<file path="src/rtl/cm0_dap_cdc_send_mask.sv">
// Launch side of a multi-bit REQ/ACK CDC path: holds a captured word and presents it
// through per-bit glitch-free AND masks, sequenced so data is stable before the mask opens.

module cm0_dap_cdc_comb_and (
    input  logic a_i,
    input  logic b_i,
    output logic z_o
);

    assign z_o = a_i & b_i;

endmodule

module cm0_dap_cdc_send_mask #(
    parameter int WIDTH       = 8,
    parameter int SYNC_STAGES = 2,
    parameter int PRESENT     = 1
) (
    input  logic             CLK,
    input  logic             RESET,
    input  logic             START,
    input  logic [WIDTH-1:0] DATAIN,
    output logic             READY,
    output logic             DONE,
    output logic             REQOUT,
    input  logic             ACKIN,
    output logic [WIDTH-1:0] DATAOUT
);

    generate
        if (PRESENT != 0) begin : g_present
            typedef enum logic [1:0] {
                ST_IDLE  = 2'd0,
                ST_SETUP = 2'd1,
                ST_REQ   = 2'd2,
                ST_ACK   = 2'd3
            } state_t;

            state_t                 state_q;
            state_t                 state_d;
            logic [WIDTH-1:0]       data_q;
            logic [WIDTH-1:0]       data_d;
            logic                   mask_q;
            logic                   mask_d;
            logic                   req_q;
            logic                   req_d;
            logic                   ready_q;
            logic                   ready_d;
            logic                   done_q;
            logic                   done_d;
            logic [SYNC_STAGES-1:0] sync_q;
            logic                   ack_s;

            // ACKIN synchroniser chain; only its last stage is visible to the FSM
            always_ff @(posedge CLK or posedge RESET) begin
                if (RESET) begin
                    sync_q <= '0;
                end else begin
                    sync_q <= {sync_q[SYNC_STAGES-2:0], ACKIN};
                end
            end

            assign ack_s = sync_q[SYNC_STAGES-1];

            // State and output registers
            always_ff @(posedge CLK or posedge RESET) begin
                if (RESET) begin
                    state_q <= ST_IDLE;
                    data_q  <= '0;
                    mask_q  <= 1'b0;
                    req_q   <= 1'b0;
                    ready_q <= 1'b1;
                    done_q  <= 1'b0;
                end else begin
                    state_q <= state_d;
                    data_q  <= data_d;
                    mask_q  <= mask_d;
                    req_q   <= req_d;
                    ready_q <= ready_d;
                    done_q  <= done_d;
                end
            end

            // Next-state decode
            always_comb begin
                state_d = state_q;
                case (state_q)
                    ST_IDLE: begin
                        if (START) begin
                            state_d = ST_SETUP;
                        end else begin
                            state_d = ST_IDLE;
                        end
                    end
                    ST_SETUP: begin
                        state_d = ST_REQ;
                    end
                    ST_REQ: begin
                        if (ack_s) begin
                            state_d = ST_ACK;
                        end else begin
                            state_d = ST_REQ;
                        end
                    end
                    ST_ACK: begin
                        if (!ack_s) begin
                            state_d = ST_IDLE;
                        end else begin
                            state_d = ST_ACK;
                        end
                    end
                    default: begin
                        state_d = ST_IDLE;
                    end
                endcase
            end

            // Next values of the registered outputs; the mask opens only one edge after data is loaded
            always_comb begin
                data_d  = data_q;
                mask_d  = 1'b0;
                req_d   = 1'b0;
                ready_d = 1'b0;
                done_d  = 1'b0;
                case (state_q)
                    ST_IDLE: begin
                        if (START) begin
                            data_d  = DATAIN;
                            ready_d = 1'b0;
                        end else begin
                            data_d  = data_q;
                            ready_d = 1'b1;
                        end
                    end
                    ST_SETUP: begin
                        mask_d = 1'b1;
                        req_d  = 1'b1;
                    end
                    ST_REQ: begin
                        if (ack_s) begin
                            mask_d = 1'b0;
                            req_d  = 1'b0;
                        end else begin
                            mask_d = 1'b1;
                            req_d  = 1'b1;
                        end
                    end
                    ST_ACK: begin
                        if (!ack_s) begin
                            ready_d = 1'b1;
                            done_d  = 1'b1;
                        end else begin
                            ready_d = 1'b0;
                            done_d  = 1'b0;
                        end
                    end
                    default: begin
                        data_d = '0;
                    end
                endcase
            end

            for (genvar i = 0; i < WIDTH; i++) begin : g_mask
                cm0_dap_cdc_comb_and u_and (
                    .a_i (data_q[i]),
                    .b_i (mask_q),
                    .z_o (DATAOUT[i])
                );
            end

            assign READY  = ready_q;
            assign DONE   = done_q;
            assign REQOUT = req_q;
        end else begin : g_absent
            logic unused_inputs_s;

            assign unused_inputs_s = ^{CLK, RESET, START, DATAIN, ACKIN};
            assign READY   = 1'b0;
            assign DONE    = 1'b0;
            assign REQOUT  = 1'b0;
            assign DATAOUT = '0;
        end
    endgenerate

endmodule
</file>
<file path="config.mk">
export PLATFORM = sky130hd
export DESIGN_NAME = cm0_dap_cdc_send_mask
export DESIGN_NICKNAME = d
export VERILOG_FILES = /design/src/rtl/cm0_dap_cdc_send_mask.sv
export SDC_FILE = /design/constraint.sdc
export NUM_CORES = 1
export LEC_CHECK = 0
export CELL_PAD_IN_SITES_DETAIL_PLACEMENT = 0
export CELL_PAD_IN_SITES_GLOBAL_PLACEMENT = 1
export CORE_MARGIN = 3
export CORE_UTILIZATION = 35
export CTS_BUF_LIST = sky130_fd_sc_hd__clkbuf_2 sky130_fd_sc_hd__clkbuf_4 sky130_fd_sc_hd__clkbuf_8
export DETAILED_ROUTE_END_ITERATION = 8
export GPL_TIMING_DRIVEN = 1
export PLACE_DENSITY_LB_ADDON = 0.1
export SETUP_SLACK_MARGIN = 0.1
export SYNTH_ARGS = -nofsm -noshare
export SYNTH_HDL_FRONTEND = slang
export SYNTH_HIERARCHICAL = 1
export SYNTH_SLANG_ARGS = --single-unit
</file>
<file path="constraint.sdc">
create_clock -name CLK -period 1.75 [get_ports CLK]
set_input_delay 0.175 -clock CLK [delete_from_list [all_inputs] [get_ports CLK]]
set_output_delay 0.175 -clock CLK [all_outputs]
set_load 0.03 [all_outputs]
</file>
Word level (Yosys, flattened, before mapping)
Index checks and enable logic that the tools add are counted.
Storage, ports and cells
  flip-flop bits (word level): 15
  input bits: 12
  output and inout port bits: 11
  word-level logic and storage cells: 28
Cells by class
  equal/unequal tests: 3
  multiplexer cells: 9
  bitwise operators: 8
  reductions and logical operators: 2
Operators by type and width (count)
  AND 1 bit: 8
  one-hot mux 2 bit (4 select lines): 1
  2-to-1 mux 1 bit: 5
  equality test 2 bit (second input constant): 2
  one-hot mux 1 bit (2 select lines): 2
  equality test 2 x 1 -> 1 bit (second input constant): 1
  zero test 2 bit: 1
  2-to-1 mux 2 bit: 1
  AND reduction 2 bit: 1

Logic depth before layout (Yosys ltp)
Gate-level depths: netlist of the first run.
  depth after elaboration: 2
  mapped depth: 4
  depth with buffers taken out: 4

Hierarchy
The synthesis of the first run kept the hierarchy.
Modules (own cells, without submodules)
  cm0_dap_cdc_send_mask: times used 1, cells an instance 43, area each 616.8 um^2, sequential area each 376.6 um^2
  cm0_dap_cdc_comb_and: times used 8, cells an instance 1, area each 6.3 um^2, sequential area each 0.0 um^2

Least setup slack after synthesis of the first run
OpenSTA, ideal clock, no wires.
  path type: reg-to-reg
  from: register g_present.state_q[1]
  to: register g_present.data_q[0]
  setup time: 125 ps
  data arrival time: 1132 ps
  data required time: 1625 ps
  slack: 493 ps
  stages on the path, launching flop included: 5
  buffers on the path: 0
  clock period less this slack: 1257 ps
  cells stage by stage: dfrtp_1 > inv_1 > ha_1 > nand2_4 > mux2_2
Between the ends
  cells in the longest elaborated chain, start to end: 2
RTL lines
  start: declaration: RTL line 39  | state_t state_q;
  start signal: assignment: RTL line 75  | state_q <= state_d;
  zero test 2 bit: RTL line 125  | case (state_q)
  AND reduction 2 bit (no line)
  end signal: assignment: RTL line 76  | data_q <= data_d;
  end: declaration: RTL line 41  | logic [WIDTH-1:0] data_q;
No other way between the ends.
A chain may end at the register's enable or synchronous reset.

Worst setup path after layout of the first run
  from: register g_present.done_q, in the netlist DONE
  to: output port DONE
RTL lines
  start: declaration: RTL line 49  | logic done_q;
  start signal: assignment: RTL line 80  | done_q <= done_d;
  end: declaration: RTL line 24  | output logic DONE,
No word-level cell between the ends.

==> impl_metrics.env, run 1 <==
export IMPL_clock_latency_ns=0.28
export IMPL_drv_slew=0
export IMPL_vdd_drop_max_mv=0.650
export IMPL_place_gp_congestion=0.654
export IMPL_timing_critical_path_arrival_ns=1.28
export IMPL_ctsLongestPathBuffers=2
export IMPL_power_leakage_nw=0.487
export IMPL_area_of_the_die_um2=2470
export IMPL_cts_tree="built"
export IMPL_maxCapViolations=0
export IMPL_hold_viol=0
export IMPL_num_antenna_cells=0
export IMPL_routedWlPerCell_um=10.9
export IMPL_run_status="finished, final reports clean"
export IMPL_grt_pass1_vias=452
export IMPL_gr_usage_all_layers=0.110
export IMPL_nFillCells=176
export IMPL_cp_start_kind="register"
export IMPL_rows=15
export IMPL_synth_yosys_warnings=6
export IMPL_drive_gt1_frac=0.208
export IMPL_power_density_nw_per_um2=1420
export IMPL_max_slew_headroom=0.633
export IMPL_period_utilization_post_route=0.832
export IMPL_power_total_mw=1.34
export IMPL_cts_root_buf="sky130_fd_sc_hd__clkbuf_4"
export IMPL_buffer_and_inverter_count_on_the_worst_path=1
export IMPL_drt_vias_per_instance=4.34
export IMPL_maxUsedRoutingLayer="met4"
export IMPL_dp_hpwl_um=861
export IMPL_required_time_of_the_critical_path_ns=1.57
export IMPL_path_clk_slew_ns=0.09
export IMPL_fin_tns_setup_ns=0
export IMPL_num_nets_final=95
export IMPL_critical_path_cell_chain="clkdlybuf4s50_1"
export IMPL_route_met2_wl_um=537
export IMPL_post_synth_cell_area_avg_um2=13.1
export IMPL_postSynthNetCount=68
export IMPL_ys_seq_elements=15
export IMPL_r2r_setup_slack_ns=0.36
export IMPL_cts_hold_buffers=0
export IMPL_route_met3_wl_um=56
export IMPL_die_height_um=49.7
export IMPL_drc=0
export IMPL_synth_cell_type_count=15
export IMPL_number_of_input_and_output_port_buffers_inserted=22
export IMPL_core_area_um2=1760
export IMPL_crit_fanout=1
export IMPL_number_of_antenna_violations_at_the_first_check_in_global_routing=0
export IMPL_grt_overflow_total=0
export IMPL_floorplan_initialDensity=0.378
export IMPL_clock_sinks=15
export IMPL_first_iter_violations=2
export IMPL_seq_area_frac_synth=0.565
export IMPL_critical_path_top_delay_family="buffers and inverters"
export IMPL_cts_setup_buffers=0
export IMPL_pin_count_of_the_biggest_net_entering_global_routing=16
export IMPL_die_width_um=49.7
export IMPL_firstDrtPassIters=2
export IMPL_numCtsBuffers=3
export IMPL_timing_worst_slew_pin_value_ns=0.550
export IMPL_layout_area_overhead_pct=41.1
export IMPL_grt_first_pass_wirelength_um=1980
export IMPL_drt_wl_total_um=1110
export IMPL_worst_path_largest_cell_delay_ns=0.67
export IMPL_total_number_of_vias=443
export IMPL_fmax_ghz=0.686
export IMPL_htree_levels=1
export IMPL_unrepaired_setup_endpoints_after_global_routing="false"
export IMPL_syn_inst=51
export IMPL_syn_cell_area_um2=667
export IMPL_antenna_violating_nets_post_route=0
export IMPL_layout_min_cycle_time_ns=1.46
export IMPL_multiInputGateArea_um2=279
export IMPL_num_io_pins=23
export IMPL_critPathSlowestCell="sky130_fd_sc_hd__clkdlybuf4s50_1"
export IMPL_worst_setup_ep_type="output pin"
export IMPL_wl_met1_um=484
export IMPL_register_area_um2=377
export IMPL_worst_clock_skew_ns=0.0105
export IMPL_setup_violations=0
export IMPL_holdCritPathClass="in -> async"
export IMPL_timing_setup_critical_path_class="reg -> out"
through the flow:
stage / hold slack [ns] / instances / setup slack, ns / util / cell area, µm²
global route: 0.275 / 102 / 0.202 / 0.533 / 941
CTS: 0.257 / 102 / 0.102 / 0.530 / 936
global placement: 0.339 / 98 / 0.323 / 0.521 / 918
floorplan: 0.0758 / 51 / 0.493 / - / 667
finish: 0.235 / 102 / 0.293 / 0.533 / 941
detailed placement: 0.340 / 98 / 0.311 / 0.521 / 918
sequential cells by signal, summed over array words and instances, names as in the netlist:
register           count
READY                  1
DONE                   1
g_present.sync_q       2
g_present.state_q      2
g_present.data_q       8
REQOUT                 1
final timing paths:
path / start / end / depth (start not counted)
hold reg to reg: g_present.sync_q[0]$_DFF_PP0_ / g_present.sync_q[1]$_DFF_PP0_ / 0
setup reg to reg: g_present.state_q[1]$_DFF_PP0_ / g_present.data_q[3]$_DFFE_PP0P_ / 4
max in group asynchronous: RESET / READY$_DFF_PP1_ / 2
setup / recovery: DONE$_DFF_PP0_ / DONE / 1
min in group CLK: ACKIN / g_present.sync_q[0]$_DFF_PP0_ / 1
hold / removal: RESET / g_present.data_q[4]$_DFFE_PP0P_ / 2
placed cells by master (no fill, tap or decap):
master / count
sky130_fd_sc_hd__dfstp_2: 1
sky130_fd_sc_hd__clkdlybuf4s50_1: 12
sky130_fd_sc_hd__nor2b_1: 2
sky130_fd_sc_hd__o21ba_2: 1
sky130_fd_sc_hd__a21oi_1: 2
sky130_fd_sc_hd__dfrtp_1: 14
sky130_fd_sc_hd__clkinv_2: 1
sky130_fd_sc_hd__nand2_1: 2
sky130_fd_sc_hd__o21a_1: 1
sky130_fd_sc_hd__and2_1: 8
sky130_fd_sc_hd__dlygate4sd2_1: 8
sky130_fd_sc_hd__ha_1: 5
sky130_fd_sc_hd__mux2_2: 8
sky130_fd_sc_hd__nand2_4: 1
sky130_fd_sc_hd__o21ai_0: 1
sky130_fd_sc_hd__dlymetal6s2s_1: 2
sky130_fd_sc_hd__clkbuf_4: 3
sky130_fd_sc_hd__nor2_1: 1
sky130_fd_sc_hd__and2b_2: 1
sky130_fd_sc_hd__inv_1: 3
cell families (layout without fill, tap and decap cells):
group	count (synthesis)	after routing	synth area share
compound gates	5	5	0.0488
buf+inv	3	29	0.0169
flops	15	15	0.565
simple gates	15	15	0.141
fa+ha+maj	5	5	0.0938
mux	8	8	0.135
power by group:
group | internal (mW) | switching, mW
registers | 0.494 | 0.0784
logic | 0.287 | 0.284
clock network | 0.0847 | 0.108
Yosys cell counts:
| cell type | n | share of area |
|---|---|---|
| sky130_fd_sc_hd__nor2_1 | 1 | 0.0056 |
| sky130_fd_sc_hd__and2b_2 | 1 | 0.013 |
| sky130_fd_sc_hd__nand2_4 | 1 | 0.017 |
| sky130_fd_sc_hd__a21oi_1 | 2 | 0.015 |
| sky130_fd_sc_hd__mux2_2 | 8 | 0.14 |
| sky130_fd_sc_hd__nand2_1 | 2 | 0.011 |
| sky130_fd_sc_hd__ha_1 | 5 | 0.094 |
| sky130_fd_sc_hd__dfstp_2 | 1 | 0.039 |
| sky130_fd_sc_hd__inv_1 | 3 | 0.017 |
| sky130_fd_sc_hd__and2_1 | 8 | 0.075 |
| sky130_fd_sc_hd__dfrtp_1 | 14 | 0.53 |
| sky130_fd_sc_hd__o21ai_0 | 1 | 0.0075 |
| sky130_fd_sc_hd__o21a_1 | 1 | 0.011 |
| sky130_fd_sc_hd__nor2b_1 | 2 | 0.019 |
| sky130_fd_sc_hd__o21ba_2 | 1 | 0.015 |
metal layers:
metal  GRT usage  vias to the layer above
li1            -                      219
met1       0.124                      206
met2       0.172                       14
met3      0.0332                        4
met4      0.0829                        0
met5           0                        -
final cells by class:
cell class	instances	share of cell area
clock buffer	3	0.0239
clock inverter	1	0.00532
inverter	3	0.0120
multi-input combinational	33	0.297
sequential	15	0.400
tap	25	0.0332
timing repair buffer	22	0.229
repair_timing:
action                     CTS  global route
gates cloned                 0             0
gates resized for setup      8             2
setup endpoints to repair    8             2
pin swaps                    0             0
(Power assumes the default switching activity.)
==> run 2, diff against run 1 <==
--- a/config.mk
+++ b/config.mk
@@ -8,7 +8,7 @@
 export CELL_PAD_IN_SITES_DETAIL_PLACEMENT = 0
 export CELL_PAD_IN_SITES_GLOBAL_PLACEMENT = 1
 export CORE_MARGIN = 3
-export CORE_UTILIZATION = 35
+export CORE_UTILIZATION = 32
 export CTS_BUF_LIST = sky130_fd_sc_hd__clkbuf_2 sky130_fd_sc_hd__clkbuf_4 sky130_fd_sc_hd__clkbuf_8
 export DETAILED_ROUTE_END_ITERATION = 8
 export GPL_TIMING_DRIVEN = 1
==> constraint.sdc (replaced) <==
create_clock -name CLK -period 1.3 [get_ports CLK]
set_input_delay 0.13 -clock CLK [delete_from_list [all_inputs] [get_ports CLK]]
set_output_delay 0.13 -clock CLK [all_outputs]
set_load 0.03 [all_outputs]
==> run 2 against run 1 <==
Against the previous run: power increased by 64%; via count increased by 6.1%; clock skew down 0.0056 ns; first-iteration DRC count is 100% lower; worst hold slack got worse by 0.17 ns; routed wire length is 19% higher; largest cell class unchanged; largest power group is now combinational cells.
==> impl_metrics.env, run 2 (synthesis gave the netlist of run 1 again) <==
export IMPL_timing_rr_start="g_present.state_q[0]$_DFF_PP0_"
export IMPL_hold_viol=0
export IMPL_core_area_um2=1840
export IMPL_critical_path_cell_chain="buf_6 -> and2_4 -> buf_6"
export IMPL_num_nets_final=101
export IMPL_critPathSlowestCell="sky130_fd_sc_hd__dfrtp_1"
export IMPL_drt_vias_per_instance=4.35
export IMPL_gr_usage_all_layers=0.105
export IMPL_period_utilization_post_route=0.919
export IMPL_worst_path_stages=3
export IMPL_biggest_regs="g_present.data_q: 8 flops, g_present.state_q: 2 flops, g_present.sync_q: 2 flops"
export IMPL_drive_gt1_frac=0.518
export IMPL_run_status="finished, final reports clean"
export IMPL_clock_latency_ns=0.28
export IMPL_timing_critical_path_arrival_ns=1.06
export IMPL_most_common_layout_cells="sky130_fd_sc_hd__dfrtp_1 (14), sky130_fd_sc_hd__clkdlybuf4s50_1 (11), sky130_fd_sc_hd__buf_6 (9)"
export IMPL_max_slew_headroom=0.793
export IMPL_maxCapViolations=0
export IMPL_number_of_input_and_output_port_buffers_inserted=22
export IMPL_firstDrtPassIters=1
export IMPL_power_leakage_nw=0.512
export IMPL_area_of_the_die_um2=2670
export IMPL_cts_root_buf="sky130_fd_sc_hd__clkbuf_4"
export IMPL_most_repeated_library_cell_on_the_critical_path="sky130_fd_sc_hd__buf_6"
export IMPL_num_antenna_cells=0
export IMPL_place_gp_congestion=0.667
export IMPL_required_time_of_the_critical_path_ns=1.17
export IMPL_total_number_of_vias=470
export IMPL_layout_cells_most_common="sky130_fd_sc_hd__dfrtp_1"
export IMPL_power_density_nw_per_um2=2060
export IMPL_grt_first_pass_wirelength_um=2020
export IMPL_holdCritPathClass="in -> async"
export IMPL_number_of_antenna_violations_at_the_first_check_in_global_routing=0
export IMPL_num_io_pins=23
export IMPL_vdd_drop_max_mv=1.00
export IMPL_rows=15
export IMPL_clock_sinks=15
export IMPL_layout_area_overhead_pct=59.7
export IMPL_worst_r2r_path_depth=4
export IMPL_dp_hpwl_um=937
export IMPL_cts_hold_buffers=0
export IMPL_fin_util=0.579
export IMPL_grt_pass1_vias=465
export IMPL_timing_worst_slew_pin_value_ns=0.312
export IMPL_worst_setup_ep_type="output pin"
export IMPL_floorplan_initialDensity=0.363
export IMPL_routedWlPerCell_um=12.3
export IMPL_grt_overflow_total=0
export IMPL_power_total_mw=2.19
export IMPL_buffer_and_inverter_count_on_the_worst_path=2
export IMPL_pin_count_of_the_biggest_net_entering_global_routing=10
export IMPL_numCtsBuffers=3
export IMPL_worst_clock_skew_ns=0.00489
export IMPL_first_iter_violations=0
export IMPL_die_width_um=51.7
export IMPL_timing_setup_critical_path_class="reg -> out"
export IMPL_cp_start_kind="register"
export IMPL_max_flop_register="g_present.data_q"
export IMPL_fin_tns_setup_ns=0
export IMPL_r2r_setup_slack_ns=0.13
export IMPL_htree_levels=1
export IMPL_crit_fanout=8
export IMPL_setup_violations=0
export IMPL_drt_wl_total_um=1320
export IMPL_largest_register_ff_count=8
export IMPL_worst_path_largest_cell_delay_ns=0.39
export IMPL_path_clk_slew_ns=0.09
export IMPL_r2r_end="g_present.data_q[2]$_DFFE_PP0P_"
export IMPL_unrepaired_setup_endpoints_after_global_routing="true"
export IMPL_drv_slew=0
export IMPL_drc=0
export IMPL_cts_tree="built"
export IMPL_setup_ws_ns=0.105
export IMPL_layout_min_cycle_time_ns=1.19
export IMPL_fmax_ghz=0.837
export IMPL_antenna_violating_nets_post_route=0
export IMPL_placement_setup_worst_slack_ns=0.0515
export IMPL_critical_path_top_delay_family="flip-flops"
export IMPL_ctsLongestPathBuffers=2
export IMPL_die_height_um=51.7
export IMPL_nFillCells=172
## run 2: metal layers
layer / wire length [µm] / track usage / vias to the layer above
met5: 0 / 0 / -
met4: 9 / 0.0786 / 0
met3: 97 / 0.0401 / 2
met2: 665 / 0.157 / 16
met1: 551 / 0.122 / 220
li1: - / - / 232
## run 2: how the worst max path moves through the flow
stage	from	endpoint	slack (ns)
2_1_floorplan	g_present.state_q[1]$_DFF_PP0_	g_present.data_q[0]$_DFFE_PP0P_	0.11
3_3_place_gp	START	g_present.data_q[4]$_DFFE_PP0P_	0.07
3_5_place_dp	START	g_present.data_q[2]$_DFFE_PP0P_	0.05
4_1_cts	REQOUT$_DFF_PP0_	DATAOUT[5]	0.07
5_1_grt	REQOUT$_DFF_PP0_	DATAOUT[5]	0.06
6_report	REQOUT$_DFF_PP0_	DATAOUT[5]	0.11
## run 2: final cells by class
class	count	area, µm²	share of cell area
Inverter	3	11.3	0.0106
Timing Repair Buffer	28	274	0.257
Sequential cell	15	377	0.354
Multi-Input combinational cell	33	342	0.321
Tap cell	25	31.3	0.0294
Clock buffer	4	30.0	0.0282
## run 2: stage by stage
| stage | instances | instance area [µm²] | hold slack (ns) |
|---|---|---|---|
| final | 108 | 1060 | 0.0612 |
| after global routing | 108 | 1060 | 0.0800 |
| after global placement | 102 | 928 | 0.337 |
| after detailed placement | 102 | 928 | 0.337 |
| after floorplan | 51 | 669 | 0.0308 |
| after CTS | 106 | 1010 | 0.0646 |
## run 2: timing repair
item,in CTS,in global routing
gates resized for setup,15,13
buffers inserted,0,2
pin swaps,2,1
setup endpoints to repair,18,18
## run 2: report_power, final
part	internal [mW]	switching [mW]	leakage, nW
Clock	0.140	0.139	0.0184
Combinational	0.645	0.508	0.314
Sequential	0.667	0.0965	0.180
Total	1.45	0.743	0.512
==> run 3, diff against run 2 <==
--- a/config.mk
+++ b/config.mk
@@ -10,6 +10,7 @@
 export CORE_MARGIN = 3
 export CORE_UTILIZATION = 32
 export CTS_BUF_LIST = sky130_fd_sc_hd__clkbuf_2 sky130_fd_sc_hd__clkbuf_4 sky130_fd_sc_hd__clkbuf_8
+export CTS_CLUSTER_SIZE = 40
 export DETAILED_ROUTE_END_ITERATION = 8
 export GPL_TIMING_DRIVEN = 1
 export PLACE_DENSITY_LB_ADDON = 0.1
==> results of run 3 <==
Final layout, timing and power as in run 2 (identical DEF).
